===== src/rtl/dmem_arbiter_if.sv =====
// Core / NIC / Dmem signal bundle for dmem_arbiter. All buses are MSB-first ([0] = MSB).
interface dmem_arbiter_if;
  logic        core_en;
  logic        core_wr_en;
  logic [0:7]  core_addr;
  logic [0:63] core_wdata;
  logic        core_stall;
  logic [0:63] core_rdata;

  logic        nic_req;
  logic        nic_wr;
  logic [0:7]  nic_addr;
  logic [0:63] nic_wdata;
  logic        nic_gnt;
  logic [0:63] nic_rdata;
  logic        nic_rvalid;

  logic [0:7]  Mem_Addr;
  logic [0:63] Data_Out;
  logic [0:63] Data_In;
  logic        DmemEn;
  logic        DmemWrEn;

  modport master (
    output core_en, core_wr_en, core_addr, core_wdata,
    output nic_req, nic_wr, nic_addr, nic_wdata,
    output Data_In,
    input  core_stall, core_rdata,
    input  nic_gnt, nic_rdata, nic_rvalid,
    input  Mem_Addr, Data_Out, DmemEn, DmemWrEn
  );

  modport slave (
    input  core_en, core_wr_en, core_addr, core_wdata,
    input  nic_req, nic_wr, nic_addr, nic_wdata,
    input  Data_In,
    output core_stall, core_rdata,
    output nic_gnt, nic_rdata, nic_rvalid,
    output Mem_Addr, Data_Out, DmemEn, DmemWrEn
  );
endinterface


===== src/rtl/dmem_arbiter.sv =====
// Single-port Dmem arbiter: core has default priority, NIC forced after MAX_WAIT denials.
module dmem_arbiter #(
  parameter int unsigned MAX_WAIT  = 4,
  parameter int unsigned NIC_BURST = 2
) (
  input logic           Clock,
  input logic           Reset,
  dmem_arbiter_if.slave bus
);
  localparam int unsigned WW = $clog2(MAX_WAIT + 1);
  localparam int unsigned BW = $clog2(NIC_BURST + 1);

  typedef enum logic {CORE_PRI, NIC_FORCE} state_t;

  state_t        state;
  logic [WW-1:0] wait_cnt;
  logic [WW-1:0] wait_inc;
  logic [BW-1:0] burst_cnt;
  logic          rtag_nic;
  logic          nic_gnt;
  logic          core_gnt;

  always_comb begin
    nic_gnt  = Reset & bus.nic_req & ((state == NIC_FORCE) | ~bus.core_en);
    core_gnt = Reset & bus.core_en & ~nic_gnt;
    wait_inc = (wait_cnt == WW'(MAX_WAIT)) ? wait_cnt : wait_cnt + 1'b1;
  end

  always_comb begin
    bus.nic_gnt    = nic_gnt;
    bus.core_stall = Reset & bus.core_en & nic_gnt;
    bus.DmemEn     = core_gnt | nic_gnt;
    bus.core_rdata = bus.Data_In;
    bus.nic_rdata  = bus.Data_In;
    // Gated by Reset so a read in flight when reset hits never reports valid.
    bus.nic_rvalid = rtag_nic & Reset;
    if (!Reset) begin
      bus.Mem_Addr = '0;
      bus.Data_Out = '0;
      bus.DmemWrEn = 1'b0;
    end else if (nic_gnt) begin
      bus.Mem_Addr = bus.nic_addr;
      bus.Data_Out = bus.nic_wdata;
      bus.DmemWrEn = bus.nic_wr;
    end else begin
      bus.Mem_Addr = bus.core_addr;
      bus.Data_Out = bus.core_wdata;
      bus.DmemWrEn = bus.core_wr_en & bus.core_en;
    end
  end

  always_ff @(posedge Clock) begin
    if (!Reset) begin
      state     <= CORE_PRI;
      wait_cnt  <= '0;
      burst_cnt <= '0;
      rtag_nic  <= 1'b0;
    end else begin
      rtag_nic <= nic_gnt & ~bus.nic_wr;
      case (state)
        CORE_PRI: begin
          burst_cnt <= '0;
          if (bus.nic_req && !nic_gnt) begin
            if (wait_inc == WW'(MAX_WAIT)) begin
              state    <= NIC_FORCE;
              wait_cnt <= '0;
            end else begin
              wait_cnt <= wait_inc;
            end
          end else begin
            wait_cnt <= '0;
          end
        end
        NIC_FORCE: begin
          wait_cnt <= '0;
          if (!bus.nic_req || burst_cnt == BW'(NIC_BURST - 1)) begin
            state     <= CORE_PRI;
            burst_cnt <= '0;
          end else begin
            burst_cnt <= burst_cnt + 1'b1;
          end
        end
        default: begin
          state     <= CORE_PRI;
          wait_cnt  <= '0;
          burst_cnt <= '0;
        end
      endcase
    end
  end
endmodule


===== src/flat_wrapper.sv =====
// flat-port wrapper written by rule: the top's interface ports become plain ports
module dmem_arbiter_flat 
#(
  parameter int unsigned MAX_WAIT  = 4,
  parameter int unsigned NIC_BURST = 2
)
  (Clock, Reset, bus_core_en, bus_core_wr_en, bus_core_addr, bus_core_wdata, bus_nic_req, bus_nic_wr, bus_nic_addr, bus_nic_wdata, bus_Data_In, bus_core_stall, bus_core_rdata, bus_nic_gnt, bus_nic_rdata, bus_nic_rvalid, bus_Mem_Addr, bus_Data_Out, bus_DmemEn, bus_DmemWrEn);
  dmem_arbiter_if bus_i ();
  input logic Clock;
  input logic Reset;
  input wire logic [$bits(bus_i.core_en)-1:0] bus_core_en;
  input wire logic [$bits(bus_i.core_wr_en)-1:0] bus_core_wr_en;
  input wire logic [$bits(bus_i.core_addr)-1:0] bus_core_addr;
  input wire logic [$bits(bus_i.core_wdata)-1:0] bus_core_wdata;
  input wire logic [$bits(bus_i.nic_req)-1:0] bus_nic_req;
  input wire logic [$bits(bus_i.nic_wr)-1:0] bus_nic_wr;
  input wire logic [$bits(bus_i.nic_addr)-1:0] bus_nic_addr;
  input wire logic [$bits(bus_i.nic_wdata)-1:0] bus_nic_wdata;
  input wire logic [$bits(bus_i.Data_In)-1:0] bus_Data_In;
  output wire logic [$bits(bus_i.core_stall)-1:0] bus_core_stall;
  output wire logic [$bits(bus_i.core_rdata)-1:0] bus_core_rdata;
  output wire logic [$bits(bus_i.nic_gnt)-1:0] bus_nic_gnt;
  output wire logic [$bits(bus_i.nic_rdata)-1:0] bus_nic_rdata;
  output wire logic [$bits(bus_i.nic_rvalid)-1:0] bus_nic_rvalid;
  output wire logic [$bits(bus_i.Mem_Addr)-1:0] bus_Mem_Addr;
  output wire logic [$bits(bus_i.Data_Out)-1:0] bus_Data_Out;
  output wire logic [$bits(bus_i.DmemEn)-1:0] bus_DmemEn;
  output wire logic [$bits(bus_i.DmemWrEn)-1:0] bus_DmemWrEn;
  assign bus_i.core_en = bus_core_en;
  assign bus_i.core_wr_en = bus_core_wr_en;
  assign bus_i.core_addr = bus_core_addr;
  assign bus_i.core_wdata = bus_core_wdata;
  assign bus_i.nic_req = bus_nic_req;
  assign bus_i.nic_wr = bus_nic_wr;
  assign bus_i.nic_addr = bus_nic_addr;
  assign bus_i.nic_wdata = bus_nic_wdata;
  assign bus_i.Data_In = bus_Data_In;
  assign bus_core_stall = bus_i.core_stall;
  assign bus_core_rdata = bus_i.core_rdata;
  assign bus_nic_gnt = bus_i.nic_gnt;
  assign bus_nic_rdata = bus_i.nic_rdata;
  assign bus_nic_rvalid = bus_i.nic_rvalid;
  assign bus_Mem_Addr = bus_i.Mem_Addr;
  assign bus_Data_Out = bus_i.Data_Out;
  assign bus_DmemEn = bus_i.DmemEn;
  assign bus_DmemWrEn = bus_i.DmemWrEn;
  dmem_arbiter #(.MAX_WAIT(MAX_WAIT), .NIC_BURST(NIC_BURST)) u_core (.Clock(Clock), .Reset(Reset), .bus(bus_i));
endmodule

===== config.mk =====
export PLATFORM = sky130hd
export DESIGN_NAME = dmem_arbiter_flat
export DESIGN_NICKNAME = d
export VERILOG_FILES = /design/src/rtl/dmem_arbiter_if.sv /design/src/rtl/dmem_arbiter.sv /design/src/flat_wrapper.sv
export SDC_FILE = /design/constraint.sdc
export NUM_CORES = 1
export LEC_CHECK = 0
export CORE_AREA = 2 2 163 165
export DETAILED_ROUTE_END_ITERATION = 6
export DIE_AREA = 0 0 165 167
export PLACE_DENSITY = 0.47
export SLEW_MARGIN = 10
export SYNTH_ARGS = -nofsm -noshare
export SYNTH_HDL_FRONTEND = slang
export SYNTH_SLANG_ARGS = --single-unit

===== constraint.sdc =====
create_clock -name Clock -period 1.45 [get_ports Clock]
set_clock_uncertainty 0.1 [all_clocks]
set_input_delay 0.29 -clock Clock [delete_from_list [all_inputs] [get_ports Clock]]
set_output_delay 0.29 -clock Clock [all_outputs]
set_load 0.05 [all_outputs]

==> flow_metrics.py <==
metrics = {
    "synthesis": {
        "synth_ff_type": "dfxtp_1",
        "muxShareOfSynthArea_pct": 0,
        "synthMostInstantiatedCell": "buf_4",
        "synth_top_family_by_area": "buffers and inverters",
        "yosys_warnings": 0,
        "synthAdderAreaFrac_pct": 1.51,
        "syn_area_um2": 2490,
        "synthTopCellsByCount": "buf_4 (131), nand2_1 (75), nand3_1 (73)",
        "ys_top_cells_by_area": "buf_4 (39%), nand3_1 (15%), o21ai_0 (11%)",
        "synth_area_per_cell_um2": 5.96,
        "synth_xor_area_share_pct": 0.352,
        "ys_types": 30,
        "yosysSeqAreaShare_pct": 5.63,
        "synthArstFlopShare_pct": 0,
        "synth-seq-cells": 7,
        "yosysTopAreaCell": "buf_4",
        "yosysTopAreaCellShare_pct": 39.5,
        "synth_compound_area_share_pct": 16.7,
        "synth_edf_count": 0,
        "synthCells": 418,
        "syn_nets": 635,
        "synth-simple-area-share_pct": 29.9,
    },
    "cts": {
        "cts.sinks": 7,
        "cts-buffers-inserted": 3,
        "htreeDepth": 1,
        "clk_pin_slew_ns": 0.04,
        "cts_tree": "yes",
        "clock_latency_ns": 0.23,
        "cts_buffer_depth": 2,
        "cts_root_buffer": "clkbuf_16",
    },
    "die": {
        "die_w_um": 165,
        "rows": 59,
        "die_y_um": 167,
        "start_util_pct": 9.66,
        "ioPinCount": 419,
        "dieArea_um2": 27600,
        "core_area_um2": 25800,
    },
    "critical_path": {
        "critPathCaptureType": "primary output",
        "cp_max_fo": 7,
        "cp_cell_sequence": "and2b_2, nor2_4, buf_12, buf_12, buf_12, buf_12, o21ai_2, buf_6",
        "critical-path-max-stage-delay_ns": 0.31,
        "critPathBufInv": 5,
        "path_common_cell": "buf_12",
        "startpoint_type": "flip-flop",
        "crit_arrival_ns": 1.64,
        "rrSetupSlack_ns": 0.08,
        "cpMaxStageDelayCell": "dfxtp_2",
        "critPathTopFamily": "buffers and inverters",
        "crit_type": "flip-flop to primary output",
        "cp.required_ns": 1.06,
    },
    "global_route": {
        "grt_overflow": 0,
        "grt_busiest_layer": "met2",
        "gr-usage-met3_pct": 3.21,
        "use_met2_pct": 14.7,
        "grt_pass1_vias": 3257,
        "grtUsageMet1_pct": 9.22,
        "grt_max_degree": 39,
        "grt_pass1_wl_mm": 18.5,
        "antenna_found_initial": 0,
        "grt_usage_pct": 8.59,
    },
    "outcome": {
        "violations": "setup timing",
        "status": "finished, violations left",
    },
    "hold_path": {
        "hold_path_class": "flip-flop to flip-flop",
    },
    "timing": {
        "drv_slew": 0,
        "worstMarginPinSlew_ns": 0.312,
        "hold_violations": 0,
        "finalSetupViolations": 75,
        "worst_slack_ns": -0.583,
        "setup_tns_ns": -35.78,
        "max-slew-margin-rel_pct": 79.2,
        "fmax_ghz": 0.492,
        "rsz0062_at_grt": "yes",
        "post-route-min-period_ns": 2.03,
        "fin_crit_sh_pct": 140,
    },
    "placed_design": {
        "hpwl_mm": 9.87,
        "gp_congestion": 0.713,
        "io_buffers": 226,
        "place_area_um2": 5030,
    },
    "route": {
        "vias": 3139,
        "drc": 0,
        "dr.first_iter.drc_count": 82,
        "wl_mm": 13.1,
        "firstDrtPassIters": 4,
        "post_drt_wl_per_cell_um": 15.0,
        "avgViaCountPerCell": 3.57,
        "ant_nets": 0,
    },
    "cells_and_area": {
        "finalNetCount": 762,
        "area_growth_pct": 136,
        "layout-drive-gt1-share_pct": 41.0,
        "fin_area_um2": 5880,
        "antenna_cells": 0,
    },
    "pwr": {
        "irDropWorstVdd_v": 0.000931,
        "power_density_nw_per_um2": 476,
        "power.leakage_nw": 2.20,
    },
    "job": {
        "maxCapViolations": 0,
    },
}
[stage by stage]
stage               hold slack (ns)  std cells  power, mW  setup WS (ns)  util, %
CTS                           0.329        876       2.76         -0.594     22.0
global placement              0.309        856       2.07         -0.725     19.5
global route                  0.346        879       2.92         -0.626     22.8
detailed placement            0.324        856       2.07         -0.751     19.5
finish                        0.325        879       2.80         -0.583     22.8
floorplan                     0.269        418       2.15         -0.289        -
[cell families after synthesis]
logic type / Yosys count
DFF: 7
AOI/OAI and AO/OA: 79
buffers and inverters: 165
xor gates and xnor gates: 1
adders and majority gates: 3
and+or+nand+nor: 163
[what timing repair did]
action	CTS	global route
pin swaps	44	23
resized for setup	92	49
setup endpoints to repair	83	78
cloned	4	2
hold endpoints to repair	0	0
setup buffers	12	7
hold buffers	0	0
[power by group]
part	total (mW)	switching (mW)	internal (mW)
Sequential	0.197	0.000895	0.196
Combinational	2.14	1.10	1.04
Clock	0.462	0.0971	0.365
[routing by layer]
layer  vias up  routed length (um)
met4         0                 658
met2       183                6350
met3        57                1360
met5         -                   0
li1       1510                   -
met1      1389                4780
[flip-flops by register name, summed over array words and instances, names as in the netlist]
name,cells
u_core.wait_cnt,3
u_core.burst_cnt,2
u_core.rtag_nic,1
u_core.state,1
[placed cells by master (no fill, tap or decap), types with 5 or more instances in the layout]
| cell | instances |
|---|---|
| buf_6 | 70 |
| clkdlybuf4s50_1 | 146 |
| buf_4 | 18 |
| buf_12 | 32 |
| nand3_1 | 72 |
| dfxtp_1 | 6 |
| o21ai_2 | 14 |
| inv_1 | 5 |
| o21ai_4 | 58 |
| nand2_1 | 74 |
| buf_8 | 13 |
[final cells by class]
cell class              instances  area, um2
well taps                     335        419
clock buffers                   4       78.8
inverters                       5       18.8
repair buffers                282       3280
fillers                      2835      19900
flip-flops and latches          7        141
multi-input cells             246       1950
[final timing paths]
path	end	cells past startpoint	startpoint
hold reg to reg	u_core.burst_cnt[0]	1	u_core.burst_cnt[0]
hold / removal	u_core.burst_cnt[0]	1	u_core.burst_cnt[0]
setup / recovery	bus_Data_Out[18]	8	u_core.state
setup reg to reg	u_core.state	5	u_core.wait_cnt[0]
Note: power is estimated with default switching activity, not from simulation.
